## src/rtl/uart_reg_bridge.sv

```systemverilog
// uart_reg_bridge: decodes 'W' ADDR DATA / 'R' ADDR packets from the RX FIFO into 8-bit register bus cycles and pushes replies to the TX FIFO.
module uart_reg_bridge #(
  parameter logic [7:0] ACK_BYTE = 8'h06,
  parameter logic [7:0] NAK_BYTE = 8'h15,
  parameter int TIMEOUT_CYCLES = 1000000
) (
  input  logic       UART_SRC_CK,
  input  logic       UART_RST,
  input  logic [7:0] RX_REG,
  input  logic       RX_EMPTY,
  output logic       POP_RX,
  output logic [7:0] TX_REG,
  input  logic       TX_FULL,
  output logic       PUSH_TX,
  output logic [7:0] BUS_ADDR,
  output logic [7:0] BUS_WDATA,
  output logic       BUS_WR,
  output logic       BUS_RD,
  input  logic [7:0] BUS_RDATA,
  input  logic       BUS_ACK,
  output logic       BUSY
);
  typedef enum logic [2:0] {IDLE, GET_ADDR, GET_DATA, BUS, RESP} state_t;
  state_t state, state_nx;
  logic pop_q, push_q, is_rd, timeout;
  logic [7:0] op, resp, resp_nx, tx_q;
  assign is_rd = op == 8'h52;
`ifdef UART_BRIDGE_TIMEOUT_EN
  logic [31:0] cnt;
  always_ff @(posedge UART_SRC_CK or posedge UART_RST)
    if (UART_RST) cnt <= '0;
    else cnt <= (POP_RX || !(state == GET_ADDR || state == GET_DATA)) ? '0 : cnt + 32'd1;
  assign timeout = cnt == 32'(TIMEOUT_CYCLES - 1);
`else
  assign timeout = 1'b0;
`endif
  always_comb begin
    state_nx = state;
    resp_nx = resp;
    POP_RX = !UART_RST && !RX_EMPTY && !pop_q && (state == IDLE || state == GET_ADDR || state == GET_DATA);
    PUSH_TX = !UART_RST && state == RESP && !TX_FULL && !push_q;
    BUS_WR = state == BUS && !is_rd;
    BUS_RD = state == BUS && is_rd;
    BUSY = state != IDLE;
    TX_REG = PUSH_TX ? resp : tx_q;
    case (state)
      IDLE: if (POP_RX) begin
        state_nx = (RX_REG == 8'h57 || RX_REG == 8'h52) ? GET_ADDR : RESP;
        resp_nx = NAK_BYTE;
      end
      GET_ADDR: state_nx = POP_RX ? (is_rd ? BUS : GET_DATA) : timeout ? RESP : GET_ADDR;
      GET_DATA: state_nx = POP_RX ? BUS : timeout ? RESP : GET_DATA;
      BUS: if (BUS_ACK) begin
        state_nx = RESP;
        resp_nx = is_rd ? BUS_RDATA : ACK_BYTE;
      end
      RESP: state_nx = PUSH_TX ? IDLE : RESP;
      default: state_nx = IDLE;
    endcase
  end
  always_ff @(posedge UART_SRC_CK or posedge UART_RST)
    if (UART_RST) begin
      state <= IDLE;
      pop_q <= 1'b0;
      push_q <= 1'b0;
      op <= '0;
      resp <= '0;
      tx_q <= '0;
      BUS_ADDR <= '0;
      BUS_WDATA <= '0;
    end else begin
      state <= state_nx;
      resp <= resp_nx;
      pop_q <= POP_RX;
      push_q <= PUSH_TX;
      if (PUSH_TX) tx_q <= resp;
      if (POP_RX && state == IDLE) op <= RX_REG;
      if (POP_RX && state == GET_ADDR) BUS_ADDR <= RX_REG;
      if (POP_RX && state == GET_DATA) BUS_WDATA <= RX_REG;
    end
endmodule

```

## config.mk

```make
export PLATFORM = sky130hd
export DESIGN_NAME = uart_reg_bridge
export DESIGN_NICKNAME = d
export VERILOG_FILES = /design/src/rtl/uart_reg_bridge.sv
export SDC_FILE = /design/constraint.sdc
export NUM_CORES = 1
export LEC_CHECK = 0
export CAP_MARGIN = 5
export CORE_MARGIN = 4
export CORE_UTILIZATION = 47
export CTS_CLUSTER_DIAMETER = 100
export CTS_CLUSTER_SIZE = 20
export DETAILED_ROUTE_END_ITERATION = 10
export PLACE_DENSITY = 0.77
export SYNTH_ARGS = -nofsm -noshare
export SYNTH_HDL_FRONTEND = slang
export SYNTH_SLANG_ARGS = --single-unit
export TNS_END_PERCENT = 20
```

## constraint.sdc

```tcl
create_clock -name UART_SRC_CK -period 1.9 [get_ports UART_SRC_CK]
set_input_delay 0.475 -clock UART_SRC_CK [delete_from_list [all_inputs] [get_ports UART_SRC_CK]]
set_output_delay 0.475 -clock UART_SRC_CK [all_outputs]
set_load 0.01 [all_outputs]
```

==> results of run 1 <==
## worst max path at each step
stage               startpoint         to  slack (ns)  depth (start not counted)
floorplan             UART_RST  TX_REG[0]        0.07                          3
global placement      UART_RST  TX_REG[1]       -0.81                          6
detailed placement    UART_RST  TX_REG[5]       -0.88                          6
CTS                     push_q  TX_REG[1]       -0.16                          5
global route            push_q  TX_REG[1]       -0.23                          5
finish                  push_q  TX_REG[1]       -0.15                          5
## stage by stage
step,hold WS [ns],utilization (%),setup slack [ns]
floorplan,0.4369,-,0.07037
global placement,0.4500,69.79,-0.8102
detailed placement,0.4698,69.79,-0.8781
CTS,0.4076,73.60,-0.1569
global route,0.4154,74.30,-0.2312
finish,0.3868,74.30,-0.1547
## tightest hold or removal path: stages
cell                       delay (ns)
sky130_fd_sc_hd__buf_2           0.13
sky130_fd_sc_hd__buf_4           0.15
sky130_fd_sc_hd__clkinv_1        0.07
sky130_fd_sc_hd__buf_12          0.23
## cells by family after synthesis
logic type                synth area share (%)
AOI/OAI and AO/OA                        6.744
DFF                                      60.69
and+or+nand+nor                          15.44
buffers and inverters                    2.090
muxes                                    14.57
xor gates and xnor gates                0.4721
## what timing repair did
action,CTS,global route
pin swaps,3,2
resized for setup,76,5
buffers inserted,2,1
setup endpoints to repair,23,12
gates cloned,1,0
hold buffers,0,0
## sequential cells by signal, summed over array words and instances, names as in the netlist
signal     count
BUS_WDATA      8
pop_q          1
push_q         1
op             8
tx_q           8
resp           8
BUS_ADDR       8
state          3
## cell usage after synthesis (2+ instances only)
library cell	instances
sky130_fd_sc_hd__nor3_1	2
sky130_fd_sc_hd__a21oi_1	4
sky130_fd_sc_hd__inv_1	6
sky130_fd_sc_hd__dfrtp_1	45
sky130_fd_sc_hd__nand2_1	31
sky130_fd_sc_hd__o2bb2ai_1	2
sky130_fd_sc_hd__mux2_2	24
sky130_fd_sc_hd__a22o_1	4
sky130_fd_sc_hd__nor2_1	8
## routing by layer
metal	global-route usage, %	routed length [um]	up-vias
met5	0	0	-
met4	5.010	36	0
met3	5.256	199	5
met2	35.84	2537	33
met1	26.16	1927	739
li1	-	-	687
## final cells by class
type                       instances  area [um2]  area share, %
tap                               48       60.06          2.159
timing repair buffer              81       738.2          26.54
multi-input combinational         95       754.5          27.13
sequential                        45        1126          40.49
clock buffer                       8       80.08          2.879
inverter                           6       22.52         0.8097
## power by group through the flow
stage,logic (mW),registers (mW),clock network [mW]
3_3_place_gp,0.436,1.13,0
2_1_floorplan,0.200,1.14,0
4_1_cts,0.491,1.14,0.566
6_report,0.504,1.15,0.560
3_5_place_dp,0.454,1.14,0
5_1_grt,0.551,1.16,0.616
==> impl_metrics.sql, run 1 <==
INSERT INTO impl_metrics (metric_group, metric, value, unit) VALUES
('yosys', 'synthDistinctLibCells', '31', ''),
('final_layout', 'nNetsFinal', '255', ''),
('clock_network', 'clk_transition_reported_paths', '0.08', 'ns'),
('final_layout', 'post-route-cell-area', '0.002781', 'mm2'),
('setup_path', 'end_kind', 'output port', ''),
('global_route', 'grt_max_degree', '46', ''),
('setup_path', 'crit-reg2reg-capture', 'resp[3]', ''),
('pwr', 'leakage', '1.337', 'nW'),
('global_route', 'globalRoute.totalOverflow', '0', ''),
('routing', 'detailed_route_iter0_violations', '118', ''),
('setup_path', 'critical_path.cell_chain', 'nor3_4 -> nand3_2 -> buf_6 -> mux2_4 -> buf_6', ''),
('yosys', 'synth.ff_latch_count', '45', ''),
('run', 'max_cap_viol_count', '0', ''),
('global_route', 'grt_use_total', '20.74', '%'),
('pwr', 'power.density', '795.1', 'mW/mm2'),
('final_layout', 'layoutNonFillerInstCount', '283', ''),
('routing', 'route.detailed.vias_per_inst', '5.173', ''),
('clock_network', 'tritoncts_clock_tree', 'done', ''),
('placement', 'gpl.final_weighted_congestion', '0.8325', ''),
('pwr', 'seq_power_share', '51.9', '%'),
('setup_path', 'reg2reg_slack', '0.17', 'ns'),
('status', 'status', 'finished, violations left', ''),
('yosys', 'ys_warn_count', '0', ''),
('setup_path', 'timing.critical_path.max_delay_family', 'flip-flops', ''),
('clock_network', 'clock_tree.htree_level_count', '2', ''),
('yosys', 'post_synth_inst_count', '148', ''),
('sta', 'worst_slew_pin_slew', '0.3126', 'ns'),
('clock_network', 'clockRootBuffer', 'sky130_fd_sc_hd__clkbuf_8', ''),
('pwr', 'share_comb_of_total_power', '22.8', '%'),
('pwr', 'power.switching_fraction', '27.25', '%'),
('final_layout', 'diodes_inserted', '0', ''),
('yosys', 'synth_area_leaders', 'sky130_fd_sc_hd__dfrtp_1 (61%), sky130_fd_sc_hd__mux2_2 (15%), sky130_fd_sc_hd__nand2_1 (6.3%)', ''),
('sta', 'layout_worst_path_cycle_share', '108.1', '%'),
('clock_network', 'clock_sink_total', '45', ''),
('status', 'failed_checks', 'negative setup slack', ''),
('sta', 'fin_skew', '0.005929', 'ns'),
('yosys', 'ys_dominant_reg_cell', 'sky130_fd_sc_hd__dfrtp_1', ''),
('yosys', 'syn_area_per_cell', '12.54', 'um2'),
('setup_path', 'critical_path_required', '1.42', 'ns'),
('yosys', 'synth_fp_nets', '169', ''),
('sta', 'period_needed', '2.055', 'ns'),
('pwr', 'share_clk_of_total_power', '25.3', '%'),
('final_layout', 'area_growth', '49.90', '%'),
('yosys', 'syn_area', '0.001856', 'mm2'),
('setup_path', 'path_buf_inv', '2', ''),
('min_path', 'hold_path.class', 'in2async', ''),
('sta', 'setup-tns-final', '-1.244', 'ns'),
('yosys', 'synth_sequential_area_ratio', '60.69', '%'),
('pwr', 'switching_power', '0.6026', 'mW'),
('setup_path', 'crit_path_top_delay_cell', 'sky130_fd_sc_hd__dfrtp_1', ''),
('routing', 'average_routed_wire_per_standard_cell', '16.61', 'um'),
('final_layout', 'layout.cells.most_common', 'sky130_fd_sc_hd__dfrtp_1', ''),
('setup_path', 'critPathMostFrequentCell', 'sky130_fd_sc_hd__buf_6', ''),
('routing', 'drt_drc', '0', ''),
('placement', 'place.detailed.hpwl', '3332', 'um'),
('pwr', 'fin_total_pwr', '2.211', 'mW'),
('pwr', 'vdd.ir_drop.worst', '512.8', 'uV'),
('clock_network', 'max-clock-path-buffers', '2', ''),
('clock_network', 'numCtsBuffers', '5', ''),
('yosys', 'synth_top_area_cell', 'sky130_fd_sc_hd__dfrtp_1', ''),
('die', 'chipHeight', '70.83', 'um'),
('sta', 'timing.final.setup_violations', '10', ''),
('final_layout', 'layout-drive-gt1-share', '37.02', '%'),
('global_route', 'vias_in_the_first_global_route', '1669', ''),
('setup_path', 'largest_driver_fanout_on_the_critical_path', '4', ''),
('sta', 'rsz0062_at_grt', 'true', ''),
('final_layout', 'mostFrequentLayoutCells', 'sky130_fd_sc_hd__dfrtp_1 (45), sky130_fd_sc_hd__clkdlybuf4s50_1 (33), sky130_fd_sc_hd__nand2_1 (31)', ''),
('global_route', 'grt_antenna_before_repair', '0', ''),
('sta', 'final.setup.worst_slack', '-0.1547', 'ns'),
('final_layout', 'filler_cell_count', '280', ''),
('die', 'io-pin-count', '50', '');
No activity file was read; power rests on OpenSTA's default activity.
==> inputs of run 2 (changes only) <==
Settings changed: GPL_TIMING_DRIVEN set to 0, HOLD_SLACK_MARGIN set to 0.05.
==> run 2 against run 1 <==
The flow still finishes with violations (negative setup slack). Global-route usage decreased by 1.2 points. Worst setup slack got worse by 0.12 ns. Cell count down 5.3%. Final area decreased by 2.1%. Utilization decreased by 1.5 points. Sequential share of layout area increased by 0.95 points. Critical endpoint is now TX_REG[7].
==> impl_metrics.sql, run 2 (synthesized netlist as in run 1, its figures left out) <==
INSERT INTO impl_metrics (metric_group, metric, value, unit) VALUES
('status', 'status', 'finished, violations left', ''),
('status', 'failed_checks', 'negative setup slack', ''),
('final_layout', 'filler_cell_count', '259', ''),
('sta', 'achievable-frequency', '459.7', 'MHz'),
('die', 'io-pin-count', '50', ''),
('global_route', 'grt_use_total', '19.54', '%'),
('final_layout', 'layout.cells.most_common', 'sky130_fd_sc_hd__dfrtp_1', ''),
('final_layout', 'area_growth', '46.80', '%'),
('global_route', 'vias_in_the_first_global_route', '1582', ''),
('setup_path', 'worstReg2RegStart', 'state[2]', ''),
('setup_path', 'largest_driver_fanout_on_the_critical_path', '3', ''),
('placement', 'place_ws', '-1.185', 'ns'),
('sta', 'setup-tns-final', '-2.399', 'ns'),
('die', 'design.die.area', '0.005017', 'mm2'),
('setup_path', 'startpoint_type', 'input port', ''),
('sta', 'worst_slew_pin_slew', '0.9330', 'ns'),
('routing', 'drt_drc', '0', ''),
('sta', 'layout_worst_path_cycle_share', '114.5', '%'),
('setup_path', 'critical_path_required', '1.42', 'ns'),
('sta', 'final.setup.worst_slack', '-0.2753', 'ns'),
('setup_path', 'crit_type', 'in2out', ''),
('routing', 'wl', '4573', 'um'),
('sta', 'timing.final.max_slew_violations', '0', ''),
('clock_network', 'tritoncts_clock_tree', 'done', ''),
('clock_network', 'clock_tree.htree_level_count', '2', ''),
('die', 'floorplan.initialDensity', '49.57', '%'),
('routing', 'detailed_route_iter0_violations', '62', ''),
('sta', 'rsz0062_at_grt', 'true', ''),
('die', 'chipHeight', '70.83', 'um'),
('die', 'core_area', '0.003744', 'mm2'),
('global_route', 'globalRoute.totalOverflow', '0', ''),
('global_route', 'grt_antenna_before_repair', '0', ''),
('setup_path', 'crit-reg2reg-capture', 'BUS_WDATA[1]', ''),
('global_route', 'grt_pass1_wl', '7610', 'um'),
('die', 'dieWidth', '70.83', 'um'),
('clock_network', 'clk_transition_reported_paths', '0.08', 'ns'),
('sta', 'timing.final.setup_violations', '11', ''),
('clock_network', 'clock_sink_total', '45', ''),
('clock_network', 'clockRootBuffer', 'sky130_fd_sc_hd__clkbuf_8', ''),
('placement', 'gpl.final_weighted_congestion', '0.8280', ''),
('global_route', 'grt_max_degree', '46', ''),
('final_layout', 'post-route-cell-area', '0.002724', 'mm2'),
('placement', 'place.detailed.hpwl', '2901', 'um'),
('final_layout', 'mostFrequentLayoutCells', 'sky130_fd_sc_hd__dfrtp_1 (43), sky130_fd_sc_hd__clkdlybuf4s50_1 (33), sky130_fd_sc_hd__nand2_1 (30)', ''),
('min_path', 'hold_path.class', 'in2async', ''),
('setup_path', 'reg2reg_slack', '0.10', 'ns'),
('setup_path', 'worstPathArrival', '1.70', 'ns'),
('final_layout', 'finish.utilization', '72.76', '%'),
('clock_network', 'cts-hold-fix-buffers', '0', ''),
('clock_network', 'worstSkewPairLatency', '0.29', 'ns'),
('clock_network', 'max-clock-path-buffers', '2', ''),
('pwr', 'power.density', '812.2', 'mW/mm2'),
('setup_path', 'end_kind', 'output port', ''),
('routing', 'route.antenna.remaining_nets', '0', ''),
('clock_network', 'numCtsBuffers', '5', ''),
('routing', 'average_routed_wire_per_standard_cell', '17.06', 'um'),
('sta', 'period_needed', '2.175', 'ns'),
('placement', 'placed_area', '0.002406', 'mm2'),
('sta', 'worst_slew_margin_rel', '37.71', '%'),
('sta', 'hold_viol_final', '0', ''),
('sta', 'fin_skew', '0.007986', 'ns'),
('setup_path', 'reg2regPathDepth', '4', ''),
('routing', 'route.detailed.vias_per_inst', '5.313', ''),
('routing', 'route.vias.total', '1424', ''),
('final_layout', 'diodes_inserted', '0', ''),
('run', 'max_cap_viol_count', '0', ''),
('pwr', 'vdd.ir_drop.worst', '503.5', 'uV'),
('final_layout', 'nNetsFinal', '241', ''),
('routing', 'detail_route.first_pass.iterations', '4', ''),
('die', 'rows', '22', ''),
('pwr', 'leakage', '1.271', 'nW'),
('sta', 'hold-worst-slack', '0.4672', 'ns'),
('placement', 'place.port_buffers', '49', ''),
('final_layout', 'layout-drive-gt1-share', '35.00', '%');
==> run 2: cell count changes in the layout (fill, tap and decap cells not counted), sizes merged <==
cell and change:
clkdlybuf4s15 +2, inv +1, nand3 +1, clkbuf -2
buf -16, clkinv -1
==> run 2: area by class of cell <==
| type | count | area (um2) | share of cell area (%) |
|---|---|---|---|
| Clock buffer | 7 | 86.33 | 3.170 |
| Buffer | 2 | 22.52 | 0.8268 |
| Inverter | 6 | 22.52 | 0.8268 |
| Timing Repair Buffer | 64 | 625.6 | 22.97 |
| Multi-Input combinational cell | 96 | 778.2 | 28.57 |
| Sequential cell | 45 | 1129 | 41.43 |
| Tap cell | 48 | 60.06 | 2.205 |
==> run 2: stage by stage <==
stage / instances / power (mW)
after global routing: 268 / 2.332
after CTS: 266 / 2.183
after global placement: 245 / 1.496
after detailed placement: 245 / 1.522
final: 268 / 2.212
after floorplan: 148 / 1.336
==> run 2: per-layer routing <==
metal  track usage, %  share of wire [%]
met5                0                  0
met4            5.428                1.2
met3            6.108                4.3
met2            33.06                 52
met1            24.23                 42
==> run 2: how the worst max path moves through the flow <==
stage	cells past startpoint	from	end
2_1_floorplan	3	UART_RST	TX_REG[0]
3_3_place_gp	5	UART_RST	TX_REG[0]
3_5_place_dp	5	UART_RST	TX_REG[0]
4_1_cts	5	push_q	TX_REG[0]
5_1_grt	6	state[1]	TX_REG[7]
6_report	6	TX_FULL	TX_REG[7]
==> run 2: worst max-delay path, cell delays in order <==
cell	delay, ns
sky130_fd_sc_hd__clkdlybuf4s15_1	0.20
sky130_fd_sc_hd__nor3_4	0.31
sky130_fd_sc_hd__nand3_4	0.14
sky130_fd_sc_hd__buf_6	0.16
sky130_fd_sc_hd__mux2_4	0.30
sky130_fd_sc_hd__buf_6	0.12
==> run 2: report_power, final <==
group	total [mW]	internal, mW	switching (mW)	leakage, nW
Sequential	1.14	1.07	0.0797	0.579
Combinational	0.487	0.262	0.225	0.647
Clock	0.580	0.289	0.291	0.0443
Total	2.21	1.62	0.596	1.27
==> run 2: timing repair <==
item                                   4_1_cts  5_1_grt
gates cloned                                 1        0
pin swaps                                    6        5
setup buffers                               13        2
resized for setup                           80        7
setup endpoints to repair                   37       13
endpoints found under the hold margin        0        0
==> inputs of run 3 (changes only) <==
Settings changed: GPL_ROUTABILITY_DRIVEN set to 0.
==> results of run 3 <==
Final layout, timing and power as in run 2 (identical DEF).
